<file path="src/rtl/shift_reg_sequencer_pkg.sv">
// shift_seq_pkg: shared state encoding for the shift register run controller
package shift_seq_pkg;

    localparam int STATE_W = 2;

    typedef enum logic [STATE_W-1:0] {
        ST_IDLE = 2'b00,
        ST_RUN  = 2'b01,
        ST_HOLD = 2'b10,
        ST_DONE = 2'b11
    } state_t;

endpackage

</file>
<file path="src/rtl/shift_reg_sequencer_if.sv">
// shift_reg_sequencer_if: control, status and shift-register link signals of the run controller
interface shift_reg_sequencer_if #(
    parameter int DIV_WIDTH   = 16,
    parameter int COUNT_WIDTH = 8
);

    logic                   start;
    logic                   stop;
    logic                   pause;
    logic [DIV_WIDTH-1:0]   divisor;
    logic [COUNT_WIDTH-1:0] target_periods;
    logic                   tc_in;
    logic                   ena_out;
    logic                   busy;
    logic                   done;
    logic [COUNT_WIDTH-1:0] periods_done;
    logic [1:0]             state_o;

    modport master (
        output start, stop, pause, divisor, target_periods, tc_in,
        input  ena_out, busy, done, periods_done, state_o
    );

    modport slave (
        input  start, stop, pause, divisor, target_periods, tc_in,
        output ena_out, busy, done, periods_done, state_o
    );

endinterface

</file>
<file path="src/rtl/shift_reg_sequencer_prescaler.sv">
// shift_seq_prescaler: rate counter 0..limit that wraps, with clear and advance enable
module shift_seq_prescaler #(
    parameter int DIV_WIDTH = 16
) (
    input  logic                 clk,
    input  logic                 rstna,
    input  logic                 clr,
    input  logic                 en,
    input  logic [DIV_WIDTH-1:0] limit,
    output logic                 tick
);

    logic [DIV_WIDTH-1:0] cnt_q, cnt_d;

    assign tick = cnt_q == limit;

    // clear wins; otherwise advance only when enabled, wrapping after limit
    always_comb begin
        cnt_d = cnt_q;
        if (clr)
            cnt_d = '0;
        else if (en)
            cnt_d = tick ? '0 : cnt_q + 1'b1;
    end

    // count register
    always_ff @(posedge clk or negedge rstna) begin
        if (!rstna)
            cnt_q <= '0;
        else
            cnt_q <= cnt_d;
    end

endmodule

</file>
<file path="src/rtl/shift_reg_sequencer.sv">
// shift_reg_sequencer: paces the shift register enable and counts its period pulses
module shift_reg_sequencer
    import shift_seq_pkg::*;
#(
    parameter int DIV_WIDTH   = 16,
    parameter int COUNT_WIDTH = 8
) (
    input  logic                  clk,
    input  logic                  rstna,
    shift_reg_sequencer_if.slave  bus
);

    state_t                 state_q, state_d;
    logic [DIV_WIDTH-1:0]   div_q, div_d;
    logic [COUNT_WIDTH-1:0] tgt_q, tgt_d;
    logic [COUNT_WIDTH-1:0] per_q, per_d;
    logic                   clr;
    logic                   tick;
    logic                   tc_cnt;
    logic                   hit;

    shift_seq_prescaler #(.DIV_WIDTH(DIV_WIDTH)) u_pre (
        .clk   (clk),
        .rstna (rstna),
        .clr   (clr),
        .en    (state_q == ST_RUN),
        .limit (div_q),
        .tick  (tick)
    );

    assign tc_cnt           = bus.tc_in && (state_q == ST_RUN || state_q == ST_HOLD);
    assign hit              = tc_cnt && tgt_q != '0 && per_q + 1'b1 == tgt_q;
    assign bus.ena_out      = state_q == ST_RUN && tick;
    assign bus.busy         = state_q == ST_RUN || state_q == ST_HOLD;
    assign bus.done         = state_q == ST_DONE;
    assign bus.periods_done = per_q;
    assign bus.state_o      = state_q;

    // next state, config capture and saturating period count; stop outranks target and pause
    always_comb begin
        state_d = state_q;
        div_d   = div_q;
        tgt_d   = tgt_q;
        per_d   = per_q;
        clr     = 1'b0;
        if (tc_cnt && !(&per_q))
            per_d = per_q + 1'b1;
        unique case (state_q)
            ST_IDLE: if (bus.start && !bus.stop) begin
                state_d = ST_RUN;
                div_d   = bus.divisor;
                tgt_d   = bus.target_periods;
                per_d   = '0;
                clr     = 1'b1;
            end
            ST_RUN:  state_d = bus.stop ? ST_IDLE : hit ? ST_DONE : bus.pause ? ST_HOLD : ST_RUN;
            ST_HOLD: state_d = bus.stop ? ST_IDLE : hit ? ST_DONE : bus.pause ? ST_HOLD : ST_RUN;
            ST_DONE: state_d = ST_IDLE;
            default: state_d = ST_IDLE;
        endcase
    end

    // state and configuration registers
    always_ff @(posedge clk or negedge rstna) begin
        if (!rstna) begin
            state_q <= ST_IDLE;
            div_q   <= '0;
            tgt_q   <= '0;
            per_q   <= '0;
        end else begin
            state_q <= state_d;
            div_q   <= div_d;
            tgt_q   <= tgt_d;
            per_q   <= per_d;
        end
    end

endmodule

</file>
<file path="src/flat_wrapper.sv">
// flat-port wrapper written by rule: the top's interface ports become plain ports
module shift_reg_sequencer_flat import shift_seq_pkg::*;
#(
    parameter int DIV_WIDTH   = 16,
    parameter int COUNT_WIDTH = 8
)
  (clk, rstna, bus_start, bus_stop, bus_pause, bus_divisor, bus_target_periods, bus_tc_in, bus_ena_out, bus_busy, bus_done, bus_periods_done, bus_state_o);
  shift_reg_sequencer_if #(.DIV_WIDTH(DIV_WIDTH), .COUNT_WIDTH(COUNT_WIDTH)) bus_i ();
  input  logic clk;
  input  logic rstna;
  input wire logic [$bits(bus_i.start)-1:0] bus_start;
  input wire logic [$bits(bus_i.stop)-1:0] bus_stop;
  input wire logic [$bits(bus_i.pause)-1:0] bus_pause;
  input wire logic [$bits(bus_i.divisor)-1:0] bus_divisor;
  input wire logic [$bits(bus_i.target_periods)-1:0] bus_target_periods;
  input wire logic [$bits(bus_i.tc_in)-1:0] bus_tc_in;
  output wire logic [$bits(bus_i.ena_out)-1:0] bus_ena_out;
  output wire logic [$bits(bus_i.busy)-1:0] bus_busy;
  output wire logic [$bits(bus_i.done)-1:0] bus_done;
  output wire logic [$bits(bus_i.periods_done)-1:0] bus_periods_done;
  output wire logic [$bits(bus_i.state_o)-1:0] bus_state_o;
  assign bus_i.start = bus_start;
  assign bus_i.stop = bus_stop;
  assign bus_i.pause = bus_pause;
  assign bus_i.divisor = bus_divisor;
  assign bus_i.target_periods = bus_target_periods;
  assign bus_i.tc_in = bus_tc_in;
  assign bus_ena_out = bus_i.ena_out;
  assign bus_busy = bus_i.busy;
  assign bus_done = bus_i.done;
  assign bus_periods_done = bus_i.periods_done;
  assign bus_state_o = bus_i.state_o;
  shift_reg_sequencer #(.DIV_WIDTH(DIV_WIDTH), .COUNT_WIDTH(COUNT_WIDTH)) u_core (.clk(clk), .rstna(rstna), .bus(bus_i));
endmodule
</file>
<file path="config.mk">
export PLATFORM = sky130hd
export DESIGN_NAME = shift_reg_sequencer_flat
export DESIGN_NICKNAME = d
export VERILOG_FILES = /design/src/rtl/shift_reg_sequencer_pkg.sv /design/src/rtl/shift_reg_sequencer_if.sv /design/src/rtl/shift_reg_sequencer_prescaler.sv /design/src/rtl/shift_reg_sequencer.sv /design/src/flat_wrapper.sv
export SDC_FILE = /design/constraint.sdc
export NUM_CORES = 1
export LEC_CHECK = 0
export CORE_UTILIZATION = 54
export CTS_BUF_LIST = sky130_fd_sc_hd__clkbuf_16
export DETAILED_ROUTE_END_ITERATION = 8
export GPL_ROUTABILITY_DRIVEN = 0
export PLACE_DENSITY = 0.8
export SYNTH_ARGS = -nofsm -noshare
export SYNTH_HDL_FRONTEND = slang
export SYNTH_SLANG_ARGS = --single-unit
export TNS_END_PERCENT = 1
</file>
<file path="constraint.sdc">
create_clock -name clk -period 2 [get_ports clk]
set_clock_uncertainty 0.05 [all_clocks]
set_input_delay 0.6 -clock clk [delete_from_list [all_inputs] [get_ports clk]]
set_output_delay 0.6 -clock clk [all_outputs]
set_load 0.02 [all_outputs]
</file>
Yosys cells after proc, flatten, opt, wreduce, memory -nomap -nowiden. Cells that the tools add are included.

Register bits: 50. Input port bits: 30. Output and inout bits: 13. Word-level logic and storage cells: 41.

Add/sub/neg operators: 2. Equal/unequal tests: 6. Multiplexer cells: 13. Reductions and logical operators: 15.

Operators by type and width (number): $mux W16 (3); $mux W8 (3); $add A16 B1 Y16 const B (1); $eq A16 B16 Y1 (1); $add A8 B1 Y8 const B (1); $eq A8 B8 Y1 (1); $mux W2 (4); $reduce_and A8 Y1 (1); $reduce_bool A8 Y1 (1); $logic_and A1 B1 Y1 (6); $pmux W2 S3 (1); $eq A2 B2 Y1 const B (2); $eq A2 B1 Y1 const B (1); $logic_not A1 Y1 (2); $logic_not A2 Y1 (1); $mux W1 (2); $ne A2 B1 Y1 const B (1); $reduce_and A2 Y1 (1); $reduce_bool A2 Y1 (1); $reduce_or A2 Y1 (1); $logic_or A1 B1 Y1 (1).

Depth between registers and ports, before layout.
Word-level depth: 8. Gate-level depth with buffers: 8. Mapped depth without buffers: 7.

Modules after synthesis. From an unflattened synthesis, not the netlist that was laid out.

Cell total of the unflattened synthesis: 272. Area total of the unflattened synthesis: 2955.3 um2.

Modules (own cells, without submodules): shift_reg_sequencer (times used 1, cells each 143, area each 1699.1 um2, sequential area each 850.8 um2); shift_seq_prescaler (times used 1, cells each 129, area each 1256.2 um2, sequential area each 400.4 um2).

Least setup slack after synthesis. No wires, ideal clock.

Path kind: register to output. Start: register u_core.u_pre.cnt_q[3]. End: output port bus_ena_out. Arrival time: 1.434 ns. Data required time: 1.350 ns. Path slack: -0.084 ns. Cell stages (with the launch flop): 6. Buffers on the path: 1. Cells stage by stage: dfrtp_1 > buf_6 > xor2_1 > nor4_2 > nand4_2 > nor2_1.

Word-level cells in the longest chain between the ends: 2.

Ends and longest elaborated chain: start: declaration (line shift_reg_sequencer_prescaler.sv:13) `logic [DIV_WIDTH-1:0] cnt_q, cnt_d;`; start signal: assignment (line shift_reg_sequencer_prescaler.sv:31) `cnt_q <= cnt_d;`; $eq A16 B16 Y1 (line shift_reg_sequencer_prescaler.sv:15) `assign tick = cnt_q == limit;`; $logic_and A1 B1 Y1 (line shift_reg_sequencer.sv:33) `assign bus.ena_out = state_q == ST_RUN && tick;`; end: declaration (line flat_wrapper.sv:17) `output wire logic [$bits(bus_i.ena_out)-1:0] bus_ena_out;`.

Every way passes these cells.

Final worst setup path.
Start: register u_core.u_pre.cnt_q[5]. End: output port bus_ena_out.

Same word-level chain as after synthesis.

==> flow_summary.toml <==
[critical_path]
cp.required_ns = 1.35
path_class = "register to primary output"
critical_path.n_buffers_inverters = 1
worst_setup_path_start_kind = "register"
crit_family = "simple AND/OR/NAND/NOR gates"
reg2reg_to = "u_core.u_pre.cnt_q[15]"
slowest_stage = "dfrtp_2"
cpPeakStageDelay_ns = 0.43
crit_fanout = 3
r2r-start = "u_core.u_pre.cnt_q[5]"
cp_cell_sequence = "xor2_1, nor4_2, nand4_2, nor2_2, buf_6"
arrival_ns = 1.67
crit_path_start = "u_core.u_pre.cnt_q[5]"
reg2reg_depth = 6
crit_path_end_kind = "primary output"
reg2reg_slack_ns = 0.04

[finish]
multi_input_area_um2 = 1460
fillers = 343
syn2layout_area_growth_pct = 35.5
stdcell_count = 448
nNetsFinal = 415
drive_gt1_frac = 0.178
n_antenna_cell = 0
regArea_um2 = 1250

[synth]
synth_seq_cells = 50
ys_seq_area_frac = 0.462
synthDistinctLibCells = 42
syn-num-nets = 337
synthCells = 302
synth_area_leaders = "dfrtp_1, nand2_1, xor2_1"
synth.top_cell.area_share = 0.462
synth_area_leader_cell = "dfrtp_1"
avgSynthCellArea_um2 = 8.97
syn_area_um2 = 2710
yosysWarnings = 0

[global_route]
grt_use_total = 0.290
globalRouteOverflowTotal = 0
antenna_found_initial = 0
grt_max_degree = 35
grt_pass1_wl_um = 11400
grt_pass1_vias = 2411

[placement]
dp_cells = 437
dp_slack_ns = -0.541
dp_hpwl_um = 4840
portBuffers = 42

[clock_tree]
cts_made_buffers = 5
cts_root_buffer = "clkbuf_16"
cts.path.max_buffers = 2
htree_num_levels = 2
clk_pin_slew_worst_paths_ns = 0.07
clock_latency_ns = 0.29
cts_tree = "done"
cts_sinks = 50

[min_path]
hp-class = "input pin to async pin"

[sta]
fin_crit_sh = 1.16
fmaxAchievable_mhz = 431
slew_headroom = 0.656
slew_violations = 0
tns_ns = -0.322
setup_viol = 1
final-hold-violation-count = 0
period_minus_slack_ns = 2.32
rsz0062_at_grt = "yes"
setup_ws_ns = -0.322
worst_pin_slew_ns = 0.511

[routing]
wl_per_cell_um = 15.7
routed_wl_um = 7050
drt_iter0_markers = 211
drc = 0
first_pass_iters = 4
vias_per_cell = 5.38
final_antenna_net_count = 0
route.vias.total = 2410

[flow_run]
max_cap_violations = 0

[floorplan]
io_pins = 43
start_util = 0.566
num_rows = 25
die-area_um2 = 5300
die_h_um = 72.8
core_area_um2 = 4790
die_x_um = 72.8

[run_status]
status = "finished, violations left"
violations = "negative setup slack"

[power_and_ir_drop]
pwr-share-seq = 0.360
peakVddDrop_mv = 0.787
net-switching-power_uw = 1790
p_clk_frac = 0.180
p_int_uw = 2750
total_power_uw = 4550
p_per_area_nw_per_um2 = 1240
share_comb_of_total_power = 0.461
swShare = 0.395
p_leak_uw = 0.00179
## through the flow
stage          utilization  hold slack [ns]  cell area, um^2
6_report             0.767            0.192             3670
5_1_grt              0.767            0.218             3670
4_1_cts              0.755            0.206             3610
3_5_place_dp         0.721            0.437             3450
3_3_place_gp         0.721            0.430             3450
2_1_floorplan            -            0.254             2730
## placed cells by master (no fill, tap or decap), types with 2 or more instances in the layout
| master | instances |
|---|---|
| nand3b_1 | 3 |
| nand2_1 | 91 |
| dfrtp_1 | 49 |
| nor3b_1 | 2 |
| dlygate4sd2_1 | 4 |
| nor2_1 | 25 |
| a21oi_1 | 5 |
| clkbuf_2 | 2 |
| nor3_1 | 5 |
| clkbuf_16 | 5 |
| and4_1 | 2 |
| clkdlybuf4s50_1 | 33 |
| nand4_1 | 6 |
| nand3_1 | 11 |
| nor2_2 | 2 |
| nand2b_1 | 2 |
| o211ai_1 | 2 |
| nor2b_1 | 2 |
| inv_1 | 5 |
| and2_1 | 2 |
| buf_4 | 39 |
| xor2_1 | 30 |
| xnor2_1 | 13 |
| nor4_1 | 2 |
| ha_1 | 4 |
| and3_1 | 3 |
| nor4_2 | 3 |
## cell type report
type / instances / area share
Multi-Input combinational cell: 237 / 0.398
Sequential cell: 50 / 0.341
Timing Repair Buffer: 82 / 0.195
Clock buffer: 5 / 0.0341
Tap cell: 67 / 0.0228
Clock inverter: 3 / 0.00477
Inverter: 4 / 0.00409
## kinds of logic after synthesis
| family | share of synthesized area |
|---|---|
| XOR/XNOR | 0.142 |
| flip-flops | 0.462 |
| adder cells (fa/ha/maj) | 0.0231 |
| AO/OA/AOI/OAI | 0.0610 |
| buffers and inverters | 0.0291 |
| AND/OR/NAND/NOR | 0.279 |
| multiplexers | 0.00370 |
## worst register-to-register path: cells and delay by family (launching register included)
kind	cells	cell delay, ns
AND/OR/NAND/NOR	3	0.62
flip-flops	1	0.43
AO/OA/AOI/OAI	1	0.34
buffers and inverters	1	0.20
XOR/XNOR	1	0.19
## state kept, by name (all words and copies together), names as in the netlist
signal,cells
u_core.u_pre.cnt_q,16
u_core.div_q,16
u_core.tgt_q,8
u_core.bus.state_o,2
u_core.bus.periods_done,8
## worst max path at each step
stage,end,cells past startpoint
after floorplan,bus_ena_out,5
after global placement,bus_ena_out,5
after detailed placement,bus_ena_out,5
after CTS,bus_ena_out,5
after global routing,bus_ena_out,5
final,bus_ena_out,5
## per-layer routing
layer | up-vias | global-route usage | routed length [um]
met4 | 0 | 0.148 | 259
li1 | 1149 | - | -
met5 | - | 0 | 0
met2 | 110 | 0.443 | 3280
met1 | 1127 | 0.387 | 3040
met3 | 24 | 0.0704 | 474
## what timing repair did
item	CTS	global route
buffers inserted	1	2
cloned	0	0
resized for setup	17	11
hold buffers	0	0
pin swaps	2	4
setup endpoints to repair	22	19
## power groups by stage
stage / clock network [uW] / logic (uW) / registers [uW]
6_report: 818 / 2090 / 1640
5_1_grt: 878 / 2300 / 1670
4_1_cts: 824 / 2010 / 1610
3_5_place_dp: 0 / 1950 / 1630
3_3_place_gp: 0 / 1890 / 1610
2_1_floorplan: 0 / 1160 / 1650
## synthesized netlist by cell type
| cell type | n |
|---|---|
| mux2i_1 | 1 |
| a32oi_1 | 1 |
| nor3b_1 | 2 |
| nor2_1 | 26 |
| a2bb2oi_1 | 1 |
| nand4_1 | 6 |
| o2bb2ai_1 | 1 |
| and2_1 | 2 |
| nand3b_1 | 3 |
| clkbuf_1 | 8 |
| o211a_1 | 1 |
| nor3_1 | 5 |
| and4_1 | 2 |
| xnor2_1 | 13 |
| nand3_1 | 11 |
| o211ai_1 | 2 |
| a21boi_0 | 1 |
| buf_6 | 3 |
| a211o_1 | 1 |
| o2111ai_1 | 1 |
| a41oi_2 | 1 |
| o21ai_0 | 1 |
| nand2b_1 | 2 |
| or3_1 | 1 |
| nor2_2 | 1 |
| o21ai_2 | 1 |
| o221a_2 | 1 |
| nor2b_1 | 2 |
| inv_1 | 4 |
| ha_1 | 5 |
| nand2_1 | 92 |
| o21ai_1 | 1 |
| a2111oi_0 | 1 |
| nor4_2 | 2 |
| nand4_2 | 1 |
| a21oi_1 | 5 |
| nor4_1 | 4 |
| xor2_1 | 31 |
| dfrtp_1 | 50 |
| and3b_1 | 1 |
| and3_1 | 3 |
| a31o_2 | 1 |
(Power assumes the default switching activity.)
